### src/rtl/bcd_countdown_timer_pkg.sv
// Shared types and constants for the MM:SS countdown timer.
// Holds the FSM state enum and the BCD legality helper.
package bcd_countdown_timer_pkg;

  typedef enum logic [1:0] {
    IDLE,
    RUN,
    PAUSE,
    EXPIRED
  } state_t;

  localparam logic [3:0] DIGIT_MAX_UNITS = 4'd9;
  localparam logic [3:0] SEC_TENS_MAX    = 4'd5;

  function automatic logic bcd_ok(
    input logic [3:0] d,
    input logic [3:0] max
  );
    return d <= max;
  endfunction

endpackage

### src/rtl/bcd_countdown_timer_digit.sv
// One down-counting BCD digit with borrow in/out.
// Wraps 0 -> MAX only when a borrow reaches it.
module bcd_digit_down #(
  parameter logic [3:0] MAX = 4'd9
) (
  input  logic       clk,
  input  logic       reset,
  input  logic       load_en,
  input  logic [3:0] load_val,
  input  logic       dec_en,
  input  logic       borrow_in,
  output logic [3:0] digit,
  output logic       borrow_out
);

  logic [3:0] r_digit;
  logic       w_step;

  assign w_step     = dec_en & borrow_in;
  assign borrow_out = w_step & (r_digit == 4'd0);
  assign digit      = r_digit;

  // digit register: reset, load, or borrow-driven decrement
  always_ff @(posedge clk) begin
    if (!reset) begin
      r_digit <= 4'd0;
    end else if (load_en) begin
      r_digit <= load_val;
    end else if (w_step) begin
      r_digit <= (r_digit == 4'd0) ? MAX : r_digit - 4'd1;
    end
  end

endmodule

### src/rtl/bcd_countdown_timer.sv
// MM:SS BCD countdown timer with load check and done pulse.
// FSM here; the four digits form a borrow chain below.
module bcd_countdown_timer
  import bcd_countdown_timer_pkg::*;
#(
  parameter int MIN_TENS_MAX = 5
) (
  input  logic       clk,
  input  logic       reset,
  input  logic       tick,
  input  logic       load,
  input  logic       start,
  input  logic       stop,
  input  logic [3:0] load_min_tens,
  input  logic [3:0] load_min_units,
  input  logic [3:0] load_sec_tens,
  input  logic [3:0] load_sec_units,
  output logic [3:0] min_tens,
  output logic [3:0] min_units,
  output logic [3:0] sec_tens,
  output logic [3:0] sec_units,
  output logic       running,
  output logic       expired,
  output logic       done,
  output logic       load_err
);

  localparam logic [3:0] MT_MAX = 4'(MIN_TENS_MAX);

  state_t     r_state;
  state_t     w_next;
  logic       r_done;
  logic       r_load_err;
  logic       w_legal;
  logic       w_zero;
  logic       w_one;
  logic       w_dec;
  logic       w_load_acc;
  logic       w_load_rej;
  logic [4:0] w_b;

  assign w_legal = bcd_ok(load_sec_units, DIGIT_MAX_UNITS)
                 & bcd_ok(load_sec_tens, SEC_TENS_MAX)
                 & bcd_ok(load_min_units, DIGIT_MAX_UNITS)
                 & bcd_ok(load_min_tens, MT_MAX);

  assign w_zero = (min_tens == 4'd0) & (min_units == 4'd0)
                & (sec_tens == 4'd0) & (sec_units == 4'd0);
  assign w_one  = (min_tens == 4'd0) & (min_units == 4'd0)
                & (sec_tens == 4'd0) & (sec_units == 4'd1);

  // a rejected or accepted load, and stop, both suppress the tick
  assign w_dec = tick & ~load & ~stop & (r_state == RUN);

  assign w_b[0] = 1'b1;

  bcd_digit_down #(.MAX(DIGIT_MAX_UNITS)) u_su (
    .clk(clk), .reset(reset), .load_en(w_load_acc),
    .load_val(load_sec_units), .dec_en(w_dec),
    .borrow_in(w_b[0]), .digit(sec_units), .borrow_out(w_b[1])
  );

  bcd_digit_down #(.MAX(SEC_TENS_MAX)) u_st (
    .clk(clk), .reset(reset), .load_en(w_load_acc),
    .load_val(load_sec_tens), .dec_en(w_dec),
    .borrow_in(w_b[1]), .digit(sec_tens), .borrow_out(w_b[2])
  );

  bcd_digit_down #(.MAX(DIGIT_MAX_UNITS)) u_mu (
    .clk(clk), .reset(reset), .load_en(w_load_acc),
    .load_val(load_min_units), .dec_en(w_dec),
    .borrow_in(w_b[2]), .digit(min_units), .borrow_out(w_b[3])
  );

  bcd_digit_down #(.MAX(MT_MAX)) u_mt (
    .clk(clk), .reset(reset), .load_en(w_load_acc),
    .load_val(load_min_tens), .dec_en(w_dec),
    .borrow_in(w_b[3]), .digit(min_tens), .borrow_out(w_b[4])
  );

  // next state with priority load > stop > start > tick
  always_comb begin
    w_next     = r_state;
    w_load_acc = 1'b0;
    w_load_rej = 1'b0;
    if (load) begin
      if (r_state != RUN && w_legal) begin
        w_load_acc = 1'b1;
        w_next     = IDLE;
      end else begin
        w_load_rej = 1'b1;
      end
    end else if (stop) begin
      if (r_state == RUN) w_next = PAUSE;
    end else begin
      if (start && !w_zero &&
          (r_state == IDLE || r_state == PAUSE))
        w_next = RUN;
      // underflow out of the top digit cannot occur; treated as expiry
      if (w_dec && (w_one || w_b[4])) w_next = EXPIRED;
    end
  end

  // state and one-cycle pulse registers
  always_ff @(posedge clk) begin
    if (!reset) begin
      r_state    <= IDLE;
      r_done     <= 1'b0;
      r_load_err <= 1'b0;
    end else begin
      r_state    <= w_next;
      r_done     <= w_dec & w_one;
      r_load_err <= w_load_rej;
    end
  end

  assign running  = (r_state == RUN);
  assign expired  = (r_state == EXPIRED);
  assign done     = r_done;
  assign load_err = r_load_err;

endmodule

### config.mk
export PLATFORM = sky130hd
export DESIGN_NAME = bcd_countdown_timer
export DESIGN_NICKNAME = d
export VERILOG_FILES = /design/src/rtl/bcd_countdown_timer_pkg.sv /design/src/rtl/bcd_countdown_timer_digit.sv /design/src/rtl/bcd_countdown_timer.sv
export SDC_FILE = /design/constraint.sdc
export NUM_CORES = 1
export LEC_CHECK = 0
export CAP_MARGIN = 20
export CORE_UTILIZATION = 38
export DETAILED_ROUTE_END_ITERATION = 8
export GPL_TIMING_DRIVEN = 1
export PLACE_DENSITY = 0.72
export SKIP_LAST_GASP = 1
export SYNTH_ARGS = -nofsm -noshare
export SYNTH_HDL_FRONTEND = slang
export SYNTH_SLANG_ARGS = --single-unit
export TNS_END_PERCENT = 10
### constraint.sdc
create_clock -name clk -period 2.3 [get_ports clk]
set_clock_uncertainty 0.2 [all_clocks]
set_input_delay 0.345 -clock clk [delete_from_list [all_inputs] [get_ports clk]]
set_output_delay 0.345 -clock clk [all_outputs]
set_load 0.01 [all_outputs]
## After elaboration in Yosys (flattened, before gate mapping)

Cells that the tools add are included.

| storage, ports and cells | value |
|---|---|
| input port bits | 22 |
| register bits | 20 |
| word-level logic and storage cells | 82 |

| cells by class | value |
|---|---|
| reductions and logical operators | 19 |
| bitwise operators | 20 |
| $lt $le $gt $ge | 4 |
| equality and inequality tests | 7 |
| add/sub/neg operators | 4 |
| multiplexer cells | 21 |

Operators with widths:

| kind | number |
|---|---|
| $mux 4 | 12 |
| $and 1x1->1 | 18 |
| $logic_not 4->1 | 4 |
| $sub 4x1->4 const B | 4 |
| $mux 2 | 6 |
| $le 4x3->1 const B | 2 |
| $le 4x4->1 const B | 2 |
| $reduce_bool 2->1 | 4 |
| $eq 2x2->1 const B | 2 |
| $eq 4x1->1 const B | 1 |
| $logic_and 1x1->1 | 4 |
| $ne 2x1->1 const B | 2 |
| $reduce_bool 4->1 | 1 |
| $mux 1 | 3 |
| $ne 3x2->1 const B | 1 |
| $reduce_and 3->1 | 1 |
| $eq 2x1->1 const B | 1 |
| $logic_not 2->1 | 1 |
| $logic_or 1x1->1 | 2 |
| $not 1->1 | 2 |
| $reduce_and 2->1 | 1 |
| $logic_not 1->1 | 1 |

## Depth between registers and ports, before layout

Gate-level depths: netlist of the first run.

| logic depth | value |
|---|---|
| depth after elaboration | 16 |
| mapped depth | 6 |
| gate-level depth less buffers | 5 |

## Cells and area by module

From an unflattened synthesis of the first run, not the netlist that was laid out.

| unflattened totals | value |
|---|---|
| cell total of the unflattened synthesis | 129 |
| area, all modules | 1,128.6 µm² |

Modules (own cells, without submodules):

| module | times used | cells each | area an instance (µm²) | sequential area each (µm²) |
|---|---|---|---|---|
| bcd_digit_down (u_mu ...) | 2 | 23 | 207.7 | 80.1 |
| bcd_digit_down (u_mt ...) | 2 | 23 | 197.7 | 80.1 |
| bcd_countdown_timer | 1 | 37 | 317.8 | 80.1 |

## Least setup slack after synthesis of the first run

No wires, ideal clock.

| timing path | value |
|---|---|
| kind | register to register |
| start point | register u_st.r_digit[3] (netlist: u_st.digit[3]) |
| end point | register u_mt.r_digit[1] (netlist: u_mt.digit[1]) |
| required time | 2.009 ns |
| path buffers | 0 |
| stages on the path, launching flop included | 6 |
| arrival time | 2.190 ns |
| setup slack | -0.182 ns |
| clock period less this slack | 2.482 ns |
| path through | dfxtp_1 > or4_4 > or2_4 > or4_4 > or3_1 > a311oi_1 |

| between the ends | value |
|---|---|
| cells in the longest elaborated chain, start to end | 6 |

Ends and longest elaborated chain:

| item | RTL line | source |
|---|---|---|
| from (decl) | bcd_countdown_timer_digit.sv:16 | `logic [3:0] r_digit;` |
| from (signal assigned) | bcd_countdown_timer_digit.sv:28 | `r_digit <= load_val;` |
| from (signal assigned) | bcd_countdown_timer_digit.sv:30 | `r_digit <= (r_digit == 4'd0) ? MAX : r_digit - 4'd1;` |
| $logic_not 4->1 | bcd_countdown_timer_digit.sv:20 | `assign borrow_out = w_step & (r_digit == 4'd0);` |
| $and 1x1->1 | bcd_countdown_timer_digit.sv:20 |  |
| $and 1x1->1 | bcd_countdown_timer_digit.sv:19 | `assign w_step = dec_en & borrow_in;` |
| $and 1x1->1 | bcd_countdown_timer_digit.sv:20 |  |
| $and 1x1->1 | bcd_countdown_timer_digit.sv:19 |  |
| $reduce_bool 2->1 (no line) | -- |  |
| to (signal assigned) | bcd_countdown_timer_digit.sv:28 |  |
| to (signal assigned) | bcd_countdown_timer_digit.sv:30 |  |
| to (decl) | bcd_countdown_timer_digit.sv:16 |  |

No other way between the ends.
A chain may end at the register's enable or synchronous reset.

## Worst setup path after layout of the first run

Ends and elaborated chain as after synthesis.

==> impl_metrics.toml, run 1 <==
[outcome]
outcome = "finished, violations left"
violations = "setup timing"

[route]
routed_wire_length_per_instance_um = 14.3
postRouteWirelength_um = 3230
initialDrtViolationCount = 25
detailroute.via_count = 1283
drt-vias-per-instance = 5.68
remaining_antenna_violation_count_after_routing = 0
detailedRoute.firstPassIterationCount = 4
route.detailed.drc = 0

[cts]
tritoncts = "done"
cts.sink_count = 20
insertion_delay_ps = 310
cts-root-to-sink-buffers = 2
cts-buffers-inserted = 3
ctsRootBufferMaster = "sky130_fd_sc_hd__clkbuf_4"
htree_num_levels = 1
clkSlewWorstSetupHoldPaths_ps = 120
cts_hold_buf = 0

[timing]
finalHoldWorstSlack_ps = 332
final_max_slew_viol_count = 0
final-setup-viol-count = 4
postLayoutSetupSlackWorst_ps = -108
period_share_pct = 105
hold_viol_final = 0
fmax_ghz = 0.415
slew-limit-headroom_pct = 76.8
rsz0062_at_grt = "yes"
period_minus_ws_final_ps = 2410
worst_max_slew_pin_slew_ps = 346

[worst_setup_path]
cp-end-kind = "register"
critical_path.max_stage_delay_ps = 550
classification_of_the_worst_setup_path = "reg2reg"
crit_top_cell = "sky130_fd_sc_hd__or4_4"
critical_path.cell_chain = "or4_4, or2_4, or4_4, or3_1, a311oi_1"
reg2regPathDepth = 5
timing.critical_path.slowest_stage_cell = "sky130_fd_sc_hd__or4_4"
r2r_start = "u_st.digit[3]"
critical_path_arrival_ps = 2430
worstReg2RegEnd = "u_mt.digit[1]"
startpoint_type = "register"
regToRegSetupSlack_ps = -110
critical_path_required_ps = 2330
critical_path.max_fanout = 4

[die]
die_w_um = 55.2
die_height_um = 55.2
core_sq_um = 2570
num_io_pins = 42
floorplan.die_area_sq_um = 3040
initial_core_util_pct = 41.9
rows = 18

[worst_hold_path]
min_to = "u_mt.digit[3]"
worstHoldPathType = "reg2reg"
hp-start = "u_mt.digit[3]"
min_path_cells = 1

[pwr]
ir_worst_vdd_uv = 319
power-per-cell-area_nw_per_um2 = 419
part_of_the_power_in_combinational_logic_pct = 26.6
power_frac_seq_pct = 49.2
static-leakage-power_nw = 0.702
net-switching-power_mw = 0.204
p_int_mw = 0.541
p_clk_share_pct = 24.2
net_switching_fraction_of_the_power_pct = 27.3

[final_layout]
layout_stage_area_growth_over_the_synthesis_result_pct = 65.3
final_layout_size_suffix_gt1_share_pct = 25.5
filler_cell_count = 229
diodes = 0
sequential_cell_area_sq_um = 409
final_cell_mix = "40 x sky130_fd_sc_hd__clkdlybuf4s50_1, 25 x sky130_fd_sc_hd__buf_4, 19 x sky130_fd_sc_hd__nor2_1, 17 x sky130_fd_sc_hd__dfxtp_1, 11 x sky130_fd_sc_hd__nand2_1"
multi_input_comb_area_sq_um = 692
final_net_count = 219
post-route-util_pct = 69.2
final_common_cell = "sky130_fd_sc_hd__clkdlybuf4s50_1"

[place]
dpl.hpwl_um = 2430
port_buffers = 41
routabilityCongestion = 0.872

[synthesis]
synth_cell_types = 41
post_synth_inst_count = 131
synthFlopType = "sky130_fd_sc_hd__dfxtp_1"
syn-mean-instance-area_sq_um = 8.20
synthesis.yosys.warnings = 0
netlist_area_sq_um = 1070
asyncSetResetFlopFracSynth_pct = 0
synth_register_bits = 20
mappedNetlistNets = 153
ys_seq_area_share_pct = 37.3
synth-edff-count = 0

[global_routing]
pin_count_of_the_biggest_net_entering_global_routing = 22
vias_in_the_first_global_route = 1157
groute.usage.overall_pct = 23.7
grt_overflow = 0
global_route_wire_length_before_repair_um = 5140
grt_antenna_before_repair = 0

[flow_run]
max_cap_viol_count = 0
## registers in the layout (all words and copies together) (netlist names)
register    cells
done            1
load_err        1
r_state         2
u_mt.digit      4
u_mu.digit      4
u_st.digit      4
u_su.digit      4
## cell usage after synthesis, drive strengths merged (3+ instances only)
library cell / n / area [sq um]
dfxtp: 20 / 400
nor2: 19 / 71.3
nand2: 11 / 41.3
o21ai: 9 / 45.0
or4: 9 / 77.6
or3: 6 / 38.8
a311oi: 5 / 43.8
clkbuf: 5 / 18.8
a211oi: 4 / 30.0
a21oi: 4 / 20.0
or2: 4 / 27.5
inv: 3 / 11.3
xnor2: 3 / 26.3
## what timing repair did
action,4_1_cts,5_1_grt
gates resized for setup,5,5
buffers inserted,1,2
hold endpoints to repair,0,0
pin swaps,5,6
endpoints found under the setup margin,9,10
## how the worst max path moves through the flow
stage / start / endpoint / cells past startpoint
detailed placement: stop / u_st.digit[1] / 7
global placement: stop / u_mt.digit[1] / 6
global route: u_st.digit[0] / u_mt.digit[1] / 5
CTS: u_st.digit[0] / u_mt.digit[1] / 5
finish: u_st.digit[3] / u_mt.digit[1] / 5
floorplan: u_st.digit[0] / u_mt.digit[1] / 5
## cell families (layout without fill, tap and decap cells)
logic type	Yosys count	count (layout)	share of synthesized area [%]
xor+xnor	4	4	3.26
flops	20	20	37.3
buf+inv	9	74	3.14
simple gates	63	63	32.5
compound gates	35	35	23.9
## per-stage QoR
stage,setup TNS (ps),power [mW],std cells,worst slack [ps],cell area [sq um]
2_1_floorplan,-142,0.455,131,-87.0,1080
3_3_place_gp,-2670,0.559,219,-396,1670
3_5_place_dp,-3020,0.561,219,-479,1670
4_1_cts,-349,0.737,224,-114,1720
5_1_grt,-1050,0.782,226,-168,1780
6_report,-300,0.745,226,-108,1780
## area by class of cell
class	instances	area share (%)
tap	30	2.11
clock buffer	4	1.48
inverter	4	0.845
sequential	20	23.0
timing repair buffer	66	33.6
multi-input combinational	102	38.9
## per-layer routing
layer  up-vias  GRT usage [%]  part of all wire, %
met5         -              0                    0
met4         0           6.67                 0.77
met3         4           3.28                  6.0
met2        43           41.0                   48
met1       611           30.5                   45
li1        625              -                    -
## critical path: cells and delay by family (launching register included)
kind	cells	cell delay, ps
flip-flops	1	350
AO/OA/AOI/OAI	1	250
AND/OR/NAND/NOR	4	1530
## power by group through the flow
stage | Sequential [mW] | Combinational (mW) | Clock (mW)
after floorplan | 0.381 | 0.0747 | 0
after global placement | 0.374 | 0.184 | 0
after detailed placement | 0.375 | 0.186 | 0
after CTS | 0.367 | 0.189 | 0.181
after global routing | 0.369 | 0.215 | 0.197
final | 0.367 | 0.198 | 0.180
No activity file was read; power rests on OpenSTA's default activity.
==> inputs of run 2 (changes only) <==
--- a/config.mk
+++ b/config.mk
@@ -11,6 +11,7 @@
 export GPL_TIMING_DRIVEN = 1
 export PLACE_DENSITY = 0.72
 export SKIP_LAST_GASP = 1
+export SLEW_MARGIN = 20
 export SYNTH_ARGS = -nofsm -noshare
 export SYNTH_HDL_FRONTEND = slang
 export SYNTH_SLANG_ARGS = --single-unit
==> results of run 2 <==
Same layout as run 1: the final DEF is identical, and so are final timing and power.
==> inputs of run 3 (changes only) <==
--- a/config.mk
+++ b/config.mk
@@ -6,7 +6,9 @@
 export NUM_CORES = 1
 export LEC_CHECK = 0
 export CAP_MARGIN = 20
-export CORE_UTILIZATION = 38
+export CELL_PAD_IN_SITES_DETAIL_PLACEMENT = 1
+export CELL_PAD_IN_SITES_GLOBAL_PLACEMENT = 2
+export CORE_UTILIZATION = 21
 export DETAILED_ROUTE_END_ITERATION = 8
 export GPL_TIMING_DRIVEN = 1
 export PLACE_DENSITY = 0.72
==> run 3 against run 2 <==
Against the previous run: the flow still finishes with violations (setup timing); global-route usage shrank 8.2 points; critical path type unchanged; sequential share of layout area shrank 1.0 points; power grew 15%; critical path depth is the same; via count shrank 0.62%; combinational power grew 6%; register-to-register slack is essentially flat; sequential power is essentially flat; routed wire length grew 22%.
==> impl_metrics.toml, run 3 (same netlist as run 1, synthesis figures left out) <==
[outcome]
outcome = "finished, violations left"
violations = "setup timing"

[worst_setup_path]
r2r_start = "u_st.digit[0]"
worstReg2RegEnd = "u_mt.digit[1]"
critical_path_required_ps = 2270
critical_path.max_fanout = 3
cp-end-kind = "register"
critical_path_arrival_ps = 2390
reg2regPathDepth = 5
regToRegSetupSlack_ps = -110
startpoint_type = "register"
classification_of_the_worst_setup_path = "reg2reg"

[final_layout]
final_cell_mix = "40 x sky130_fd_sc_hd__clkdlybuf4s50_1, 25 x sky130_fd_sc_hd__buf_4, 19 x sky130_fd_sc_hd__nor2_1, 18 x sky130_fd_sc_hd__dfxtp_1, 11 x sky130_fd_sc_hd__nand2_1"
final_common_cell = "sky130_fd_sc_hd__clkdlybuf4s50_1"
final_design_area_no_fill_sq_um = 1840
layout_stage_area_growth_over_the_synthesis_result_pct = 71.6
final_net_count = 219
diodes = 0
final_layout_size_suffix_gt1_share_pct = 25.5

[place]
pre_cts_slack_ps = -486
routabilityCongestion = 0.787
dpl.hpwl_um = 3000
port_buffers = 41
post_dp_cell_area_sq_um = 1730

[die]
num_io_pins = 42
core_sq_um = 4820
die_w_um = 73.5
floorplan.die_area_sq_um = 5410
rows = 25
die_height_um = 73.5
initial_core_util_pct = 22.3

[timing]
fmax_ghz = 0.414
rsz0062_at_grt = "yes"
hold_viol_final = 0
final_max_slew_viol_count = 0
slew-limit-headroom_pct = 72.0
postLayoutSetupSlackWorst_ps = -113
period_minus_ws_final_ps = 2410
period_share_pct = 105
worst_max_slew_pin_slew_ps = 416
final-setup-viol-count = 6

[pwr]
part_of_the_power_in_combinational_logic_pct = 24.4
net_switching_fraction_of_the_power_pct = 26.3
static-leakage-power_nw = 0.728
power-per-cell-area_nw_per_um2 = 465
ir_worst_vdd_uv = 268
p_int_mw = 0.631
net-switching-power_mw = 0.226
power_frac_seq_pct = 42.9
p_clk_share_pct = 32.7

[route]
routed_wire_length_per_instance_um = 15.0
initialDrtViolationCount = 36
remaining_antenna_violation_count_after_routing = 0
detailedRoute.firstPassIterationCount = 4
detailroute.via_count = 1275
postRouteWirelength_um = 3930
drt-vias-per-instance = 4.85
route.detailed.drc = 0

[cts]
clkSlewWorstSetupHoldPaths_ps = 80
cts.sink_count = 20
cts-buffers-inserted = 3
htree_num_levels = 1
tritoncts = "done"
ctsRootBufferMaster = "sky130_fd_sc_hd__clkbuf_8"
cts-root-to-sink-buffers = 2
insertion_delay_ps = 260

[global_routing]
vias_in_the_first_global_route = 1283
global_route_wire_length_before_repair_um = 6330
grt_antenna_before_repair = 0
pin_count_of_the_biggest_net_entering_global_routing = 18
grt_overflow = 0
groute.usage.overall_pct = 15.5

[flow_run]
max_cap_viol_count = 0

[worst_hold_path]
min_path_cells = 1
min_to = "u_mt.digit[3]"
hp-start = "u_mt.digit[3]"
worstHoldPathType = "reg2reg"
[run 3: routing by layer]
layer | up-vias | wire (um) | global-route usage [%]
met5 | - | 0 | 0
met4 | 0 | 62 | 5.77
met3 | 4 | 94 | 1.65
met2 | 27 | 2050 | 27.7
met1 | 621 | 1720 | 19.1
li1 | 623 | - | -
[run 3: timing repair]
item,4_1_cts,5_1_grt
gates cloned,0,0
pin swaps,5,3
setup endpoints to repair,9,10
hold buffers,0,0
buffers inserted,2,0
resized for setup,4,5
endpoints found under the hold margin,0,0
[run 3: worst max-delay path by stage]
stage / from / to / slack, ps / cells after the start
final: u_st.digit[0] / u_mt.digit[1] / -110 / 5
after global routing: u_st.digit[0] / u_mt.digit[2] / -190 / 6
after CTS: u_st.digit[0] / u_mt.digit[1] / -160 / 5
after detailed placement: stop / u_mt.digit[1] / -490 / 6
after global placement: stop / u_mt.digit[1] / -400 / 6
after floorplan: u_st.digit[0] / u_mt.digit[1] / -90 / 5
[run 3: critical path, stage by stage (launching register included)]
cell	delay, ps
sky130_fd_sc_hd__dfxtp_4	350
sky130_fd_sc_hd__or4_4	510
sky130_fd_sc_hd__or2_4	250
sky130_fd_sc_hd__or4_4	420
sky130_fd_sc_hd__or3_4	350
sky130_fd_sc_hd__a311oi_2	240
[run 3: final cells by class]
cell class	instances	area, sq um
Clock buffer	4	55.1
Fill cell	591	2970
Inverter	4	15.0
Multi-Input combinational cell	102	688
Sequential cell	20	405
Tap cell	67	83.8
Timing Repair Buffer	66	597
[run 3: power by group through the flow]
stage / clock network [mW] / registers [mW] / logic (mW)
3_5_place_dp: 0 / 0.375 / 0.196
4_1_cts: 0.287 / 0.367 / 0.204
2_1_floorplan: 0 / 0.381 / 0.0747
3_3_place_gp: 0 / 0.374 / 0.192
6_report: 0.280 / 0.367 / 0.209
5_1_grt: 0.301 / 0.369 / 0.228
[run 3: per-stage QoR]
step	util [%]	power, mW	instances	setup TNS (ps)	hold WS [ps]
after floorplan	-	0.455	131	-142	270
after detailed placement	35.9	0.570	257	-3580	320
after CTS	37.5	0.857	263	-854	334
after global routing	38.3	0.899	263	-999	358
after global placement	35.9	0.566	257	-3120	312
final	38.3	0.857	263	-427	332
